===== src/rtl/sevenseg_scan_ctrl.sv =====
// Time-multiplexed scan controller for an N-digit common-anode 7-segment display.
// Optional build macro LEADING_ZERO_BLANK_EN keeps leading-zero digits dark.
module sevenseg_scan_ctrl #(
    parameter int NUM_DIGITS   = 4,
    parameter int CLK_DIV      = 50000,
    parameter int BLANK_CYCLES = 8
) (
    input  logic                    clk,
    input  logic                    rst_n,
    input  logic                    en,
    input  logic                    load,
    input  logic [4*NUM_DIGITS-1:0] din,
    input  logic [NUM_DIGITS-1:0]   dp_in,
    output logic                    w,
    output logic                    x,
    output logic                    y,
    output logic                    z,
    output logic                    dp,
    output logic [NUM_DIGITS-1:0]   digit_sel,
    output logic                    frame_done,
    output logic [1:0]              o_dbg_state
);

    localparam int MAXC = (CLK_DIV > BLANK_CYCLES) ? CLK_DIV : BLANK_CYCLES;
    localparam int CW   = $clog2(MAXC + 1);
    localparam int IW   = $clog2(NUM_DIGITS);

    localparam logic [1:0] S_IDLE  = 2'd0;
    localparam logic [1:0] S_BLANK = 2'd1;
    localparam logic [1:0] S_SHOW  = 2'd2;
    // With no guard interval a digit goes straight from one SHOW to the next.
    localparam logic [1:0] S_FIRST = (BLANK_CYCLES == 0) ? S_SHOW : S_BLANK;

    localparam logic [CW-1:0] SHOW_LAST  = CW'(CLK_DIV - 1);
    localparam logic [CW-1:0] BLANK_LAST = CW'((BLANK_CYCLES > 0) ? BLANK_CYCLES - 1 : 0);
    localparam logic [IW-1:0] IDX_LAST   = IW'(NUM_DIGITS - 1);

    logic [1:0]              r_state;
    logic [IW-1:0]           r_idx;
    logic [CW-1:0]           r_cnt;
    logic [4*NUM_DIGITS-1:0] r_pend_nib;
    logic [NUM_DIGITS-1:0]   r_pend_dp;
    logic                    r_dirty;
    logic [4*NUM_DIGITS-1:0] r_act_nib;
    logic [NUM_DIGITS-1:0]   r_act_dp;

    logic [1:0]              w_state_nx;
    logic [IW-1:0]           w_idx_nx;
    logic [CW-1:0]           w_cnt_nx;
    logic                    w_wrap;
    logic [4*NUM_DIGITS-1:0] w_act_nib_nx;
    logic [NUM_DIGITS-1:0]   w_act_dp_nx;
    logic [NUM_DIGITS-1:0]   w_lz_mask;
    logic [NUM_DIGITS-1:0]   w_sel_nx;
    logic [3:0]              w_nib_nx;
    logic                    w_dp_nx;

    always_comb begin
        w_state_nx = r_state;
        w_idx_nx   = r_idx;
        w_cnt_nx   = r_cnt;
        w_wrap     = 1'b0;
        if (!en) begin
            w_state_nx = S_IDLE;
            w_idx_nx   = '0;
            w_cnt_nx   = '0;
        end else begin
            case (r_state)
                S_IDLE: begin
                    w_state_nx = S_FIRST;
                    w_idx_nx   = '0;
                    w_cnt_nx   = '0;
                end
                S_BLANK: begin
                    if (r_cnt == BLANK_LAST) begin
                        w_state_nx = S_SHOW;
                        w_cnt_nx   = '0;
                    end else begin
                        w_cnt_nx = r_cnt + 1'b1;
                    end
                end
                S_SHOW: begin
                    if (r_cnt == SHOW_LAST) begin
                        w_state_nx = S_FIRST;
                        w_cnt_nx   = '0;
                        if (r_idx == IDX_LAST) begin
                            w_idx_nx = '0;
                            w_wrap   = 1'b1;
                        end else begin
                            w_idx_nx = r_idx + 1'b1;
                        end
                    end else begin
                        w_cnt_nx = r_cnt + 1'b1;
                    end
                end
                default: begin
                    w_state_nx = S_IDLE;
                    w_idx_nx   = '0;
                    w_cnt_nx   = '0;
                end
            endcase
        end
    end

    // Active buffer only changes on the frame boundary; a load landing on that
    // very edge bypasses pending so it is not deferred by a whole frame.
    always_comb begin
        w_act_nib_nx = r_act_nib;
        w_act_dp_nx  = r_act_dp;
        if (w_wrap) begin
            if (load) begin
                w_act_nib_nx = din;
                w_act_dp_nx  = dp_in;
            end else if (r_dirty) begin
                w_act_nib_nx = r_pend_nib;
                w_act_dp_nx  = r_pend_dp;
            end
        end
    end

`ifdef LEADING_ZERO_BLANK_EN
    always_comb begin
        logic v_upper_zero;
        v_upper_zero = 1'b1;
        w_lz_mask    = '0;
        for (int k = NUM_DIGITS - 1; k >= 0; k--) begin
            v_upper_zero = v_upper_zero && (w_act_nib_nx[4*k +: 4] == 4'h0);
            w_lz_mask[k] = (k == 0) || !v_upper_zero;
        end
    end
`else
    assign w_lz_mask = '1;
`endif

    // Outputs are derived from next-state values so the registered pins line up
    // with the state they describe.
    always_comb begin
        w_nib_nx = w_act_nib_nx[{w_idx_nx, 2'b00} +: 4];
        w_dp_nx  = w_act_dp_nx[w_idx_nx];
        w_sel_nx = '0;
        if (w_state_nx == S_SHOW) begin
            w_sel_nx = (NUM_DIGITS'(1) << w_idx_nx) & w_lz_mask;
        end
        if (w_state_nx == S_IDLE) begin
            w_nib_nx = 4'h0;
            w_dp_nx  = 1'b0;
        end
    end

    always_ff @(posedge clk or negedge rst_n) begin
        if (!rst_n) begin
            r_state    <= S_IDLE;
            r_idx      <= '0;
            r_cnt      <= '0;
            r_pend_nib <= '0;
            r_pend_dp  <= '0;
            r_dirty    <= 1'b0;
            r_act_nib  <= '0;
            r_act_dp   <= '0;
            {w, x, y, z} <= 4'h0;
            dp         <= 1'b0;
            digit_sel  <= '0;
            frame_done <= 1'b0;
        end else begin
            r_state   <= w_state_nx;
            r_idx     <= w_idx_nx;
            r_cnt     <= w_cnt_nx;
            r_act_nib <= w_act_nib_nx;
            r_act_dp  <= w_act_dp_nx;
            if (load) begin
                r_pend_nib <= din;
                r_pend_dp  <= dp_in;
            end
            if (w_wrap) begin
                r_dirty <= 1'b0;
            end else if (load) begin
                r_dirty <= 1'b1;
            end
            {w, x, y, z} <= w_nib_nx;
            dp         <= w_dp_nx;
            digit_sel  <= w_sel_nx;
            frame_done <= w_wrap;
        end
    end

    assign o_dbg_state = r_state;

endmodule

===== config.mk =====
export PLATFORM = sky130hd
export DESIGN_NAME = sevenseg_scan_ctrl
export DESIGN_NICKNAME = d
export VERILOG_FILES = /design/src/rtl/sevenseg_scan_ctrl.sv
export SDC_FILE = /design/constraint.sdc
export NUM_CORES = 1
export LEC_CHECK = 0
export CAP_MARGIN = 20
export CORE_MARGIN = 1
export CORE_UTILIZATION = 49
export CTS_CLUSTER_SIZE = 25
export DETAILED_ROUTE_END_ITERATION = 8
export HOLD_SLACK_MARGIN = 0.02
export PLACE_DENSITY = 0.68
export SYNTH_ARGS = -nofsm -noshare
export SYNTH_HDL_FRONTEND = slang
export SYNTH_SLANG_ARGS = --single-unit

===== constraint.sdc =====
create_clock -name clk -period 2.5 [get_ports clk]
set_input_delay 0.75 -clock clk [delete_from_list [all_inputs] [get_ports clk]]
set_output_delay 0.75 -clock clk [all_outputs]
set_load 0.05 [all_outputs]

Word-level counts from Yosys, hierarchy flattened
Index checks and enable logic that the tools add are counted.

Bits in registers: 71. Input bits: 24. Output and inout port bits: 12. Logic and storage cells: 58.

Add/sub/neg operators: 2. Magnitude comparators: 1. Equal/unequal tests: 6. Shift operators: 2. Mux-type cells: 29. Reductions and logical operators: 3.

Operators with widths (count): $mux 16 (6); $pmux 16 s2 (1); $mux 4 (5); $add 16x1->16 const B (1); $eq 16x16->1 const B (1); $eq 16x3->1 const B (1); $shiftx 16x5->4 (1); $mux 2 (6); $mux 1 (8); $eq 2x2->1 const B (3); $pmux 2 s3 (1); $logic_not 2->1 (2); $pmux 2 s2 (1); $shl 1x2->4 const A (1); $lt 2x3->1 const B (1); $add 2x1->2 const B (1); $bmux 1 s2 (1); $eq 2x1->1 const B (1); $reduce_bool 2->1 (1).

Longest topological paths before layout
Depth in word-level cells: 9. Mapped depth: 10. Mapped depth without buffers: 8.

Worst setup path before layout
OpenSTA, ideal clock, no wires.

Path type: flip-flop to flip-flop. Start: register r_state[1] (netlist: o_dbg_state[1]). End: register w. Setup time: 0.127 ns. Arrival: 2.157 ns. Data required time: 2.373 ns. Setup slack: 0.217 ns. Stages on the path, launching flop included: 9. Period minus slack after synthesis: 2.283 ns. Path through: dfrtp_1 ha_1 clkbuf_2 nand3_1 nor3_4 buf_6 mux2_2 a32oi_1 a2bb2oi_1.

Cells in the longest elaborated chain, start to end: 6.

RTL lines: start: declaration (line 38) `logic [1:0] r_state;`; start signal: assignment (line 165) `r_state <= w_state_nx;`; $eq 2x2->1 (line 68) `case (r_state)`; $mux 1 (line 68); $mux 1 (line 63) `if (!en) begin`; $mux 16 (line 110) `if (w_wrap) begin`; net w_act_nib_nx[7] (line 51) `logic [4*NUM_DIGITS-1:0] w_act_nib_nx;`; $shiftx 16x5->4 (line 138) `w_nib_nx = w_act_nib_nx[{w_idx_nx, 2'b00} +: 4];`; $mux 4 (line 144) `if (w_state_nx == S_IDLE) begin`; net w_nib_nx[3] (line 55) `logic [3:0] w_nib_nx;`; end signal: assignment (line 179) `{w, x, y, z} <= w_nib_nx;`; end: declaration (line 14) `output logic w,`.

The timed path passes the listed nets, and every way through them passes these cells. A chain may end at the register's enable or synchronous reset.

Worst setup path after layout
Start: register r_state[0] (netlist: o_dbg_state[0]). End: output port o_dbg_state[0].

RTL lines: end: declaration (line 21) `output logic [1:0] o_dbg_state`.

No word-level cell between the ends.

==> run metrics <==
Cell Int Power=1.61 mW; Worst-path clk slew=0.07 ns; CP peak stage delay=0.84 ns; Post-CTS Hold Buffers=0; minimum clock period=2.37 ns; initial antenna violation count=0; Clock power frac=35.3%; M1 wire length=2720 um; Ant. Diodes=0; worst ir drop on vdd=0.000352 V; fin nets=325; number of flops mapped to enable cells by yosys=0; RSZ-0062 raised after global routing=false; Worst Tran Pin Value=0.506 ns; CP max FO=6; Worst Hold Slack=0.345 ns; RD Place Congestion=0.777; Syn Inst Count=243; CP delay by family, top=buffers and inverters; status=complete, no violations; vias in the first global route=2,007; ANT nets after route=0; CP max stage cell=clkdlybuf4s50_1; synth unique cells=45; layout overhead on the synthesized area=21.5%; Critical Path End Type=output pin; Remaining Overflow, GRT=0; Max Fclk=0.421 GHz; Hold Crit Class=input port to async pin; row count=28; worst skew pair latency=0.34 ns; crit path DAT=1.62 ns; 1st-iter DRT viols=82; WL final=5780 um; Slew Viols, Final=0; Leakage=1.70 nW; Combinational Power Share=7.5%; Initial Util=52.1%; Max-Slew Margin vs Limit=66.2%; share of cells above drive strength 1=26.2%; Reg power frac=57.2%; CTS max path bufs=2; Syn. warnings=0; crit share post-route=95.0%; pin count of the biggest net entering global routing=55; Mapped Area=3160 um^2; Top Metal Used=met4; Die W=82.3 um; drt drc=0; count leader, synth=dfrtp_1; DP HPWL=4090 um; H-tree depth reported by CTS=3; Post-CTS Setup Inserts=0; Core Region=6060 um^2; TritonCTS Buffers=9; post-synth top area share=56.3%; max_cap viols=0; wire length on met2=2710 um; synth cell count leaders=71 x dfrtp_1, 37 x mux2_2, 26 x nor2_1, 11 x xnor2_1, 8 x nand2_1; Mean Syn Cell Area=13.0 um^2; Critical Path Start Type=flop; CTS tree=yes; total I/O pin count=36; first-pass GRT wire length=9760 um; fin util=63.3%; Seq/Total Area, Yosys=56.3%; CP cell instances=clkdlybuf4s50_1; CP Buf/Inv Count=1; asr flop ratio synth=100%; final setup vio count=0; Worst Path Required=1.75 ns; Final Power=2.08 mW; met3 WL post-DR=240 um; Port Buffers=35; switch share=22.9%; cell taking the most area after synthesis=dfrtp_1; root buffer cell=clkbuf_8; Vias=2,007; Die H=82.3 um; Post-synth top flop=dfrtp_1; PwrDens=543 nW/um^2; Die ar.=6770 um^2; drt first pass iters=4; WS Path Type=flop to output pin; switching power=477 uW; Via density=5.38; synth top area cells=dfrtp_1 56%, mux2_2 13%, nor2_1 3.1%; Routed wire per std cell=15.5 um; gr usage total=20.2%; clock sink count=71; Synth Net Count=273; clk_skew=0.00724 ns; post-cts sizing count=0; Hold Violations, Final=0; Seq cells post-synth=71
==> power groups by stage <==
stage	combinational, mW	clock, mW	sequential, mW
2_1_floorplan	0.0656	0	1.22
3_3_place_gp	0.158	0	1.21
3_5_place_dp	0.160	0	1.21
4_1_cts	0.161	0.762	1.19
5_1_grt	0.174	0.820	1.19
6_report	0.156	0.735	1.19
==> stage by stage <==
stage               TNS [ns]  setup slack (ns)  std cells  cell area [um^2]
finish                     0             0.126        373              3830
global placement      -0.330           -0.0813        359              3680
detailed placement    -0.438            -0.123        359              3680
global route               0            0.0286        373              3830
floorplan                  0             0.217        243              3160
CTS                        0            0.0897        373              3830
==> metal layers <==
layer  track usage [%]  up-vias
met3              5.60       10
met2              30.2       43
met4              10.9        0
met1              26.8      982
li1                  -      972
met5                 0        -
==> area by class of cell <==
cell class                 count  area (um^2)
timing repair buffer          49          488
sequential                    71         1780
fill                         485         2230
tap                           75         93.8
inverter                       5         18.8
clock buffer                   9          124
multi-input combinational    159         1310
clock inverter                 5         27.5
==> flip-flops by register name, indices dropped and copies added, names as in the netlist <==
register,cells
digit_sel,4
dp,1
frame_done,1
o_dbg_state,2
r_act_dp,4
r_act_nib,16
r_cnt,16
r_dirty,1
r_idx,2
r_pend_dp,4
r_pend_nib,16
w,1
x,1
y,1
z,1
==> cell usage in the layout (no fill, tap or decap), drive strengths merged, types with 2 or more instances in the layout <==
master | synthesis | final
a21oi | 3 | 3
nand3 | 6 | 6
a22oi | 5 | 5
nand4 | 3 | 3
a32oi | 5 | 5
buf | 6 | 15
nor2 | 26 | 26
and3 | 7 | 7
ha | 6 | 6
xnor2 | 11 | 11
nand2b | 4 | 4
clkdlybuf4s50 | 0 | 34
clkinv | 0 | 4
nor3 | 6 | 6
nor2b | 2 | 2
nor3b | 2 | 2
and4 | 3 | 3
clkbuf | 2 | 9
mux2 | 39 | 39
nor4 | 2 | 2
nand2 | 8 | 8
inv | 5 | 5
dfrtp | 71 | 71
a2bb2oi | 6 | 6
xor2 | 3 | 3
a41oi | 2 | 2
==> cell families after synthesis <==
group / Yosys count / synth area share [%]
adders and majority gates: 6 / 2.38
AOI/OAI and AO/OA: 28 / 7.85
and+or+nand+nor: 71 / 13.0
buffers and inverters: 13 / 2.34
DFF: 71 / 56.3
xor gates and xnor gates: 14 / 3.88
muxes: 40 / 14.2
==> path summary, 6_finish.rpt <==
path | startpoint | cells after the start | slack [ns] | endpoint
hold / removal | rst_n | 1 | 0.35 | frame_done$_DFF_PN0_
min in group clk | r_cnt[0]$_DFF_PN0_ | 1 | 0.45 | r_cnt[0]$_DFF_PN0_
setup reg to reg | r_cnt[0]$_DFF_PN0_ | 8 | 0.21 | z$_DFF_PN0_
setup / recovery | o_dbg_state[0]$_DFF_PN0_ | 1 | 0.13 | o_dbg_state[0]
max in group asynchronous | rst_n | 2 | 1.54 | o_dbg_state[1]$_DFF_PN0_
hold reg to reg | r_cnt[0]$_DFF_PN0_ | 1 | 0.45 | r_cnt[0]$_DFF_PN0_
(Power assumes the default switching activity.)
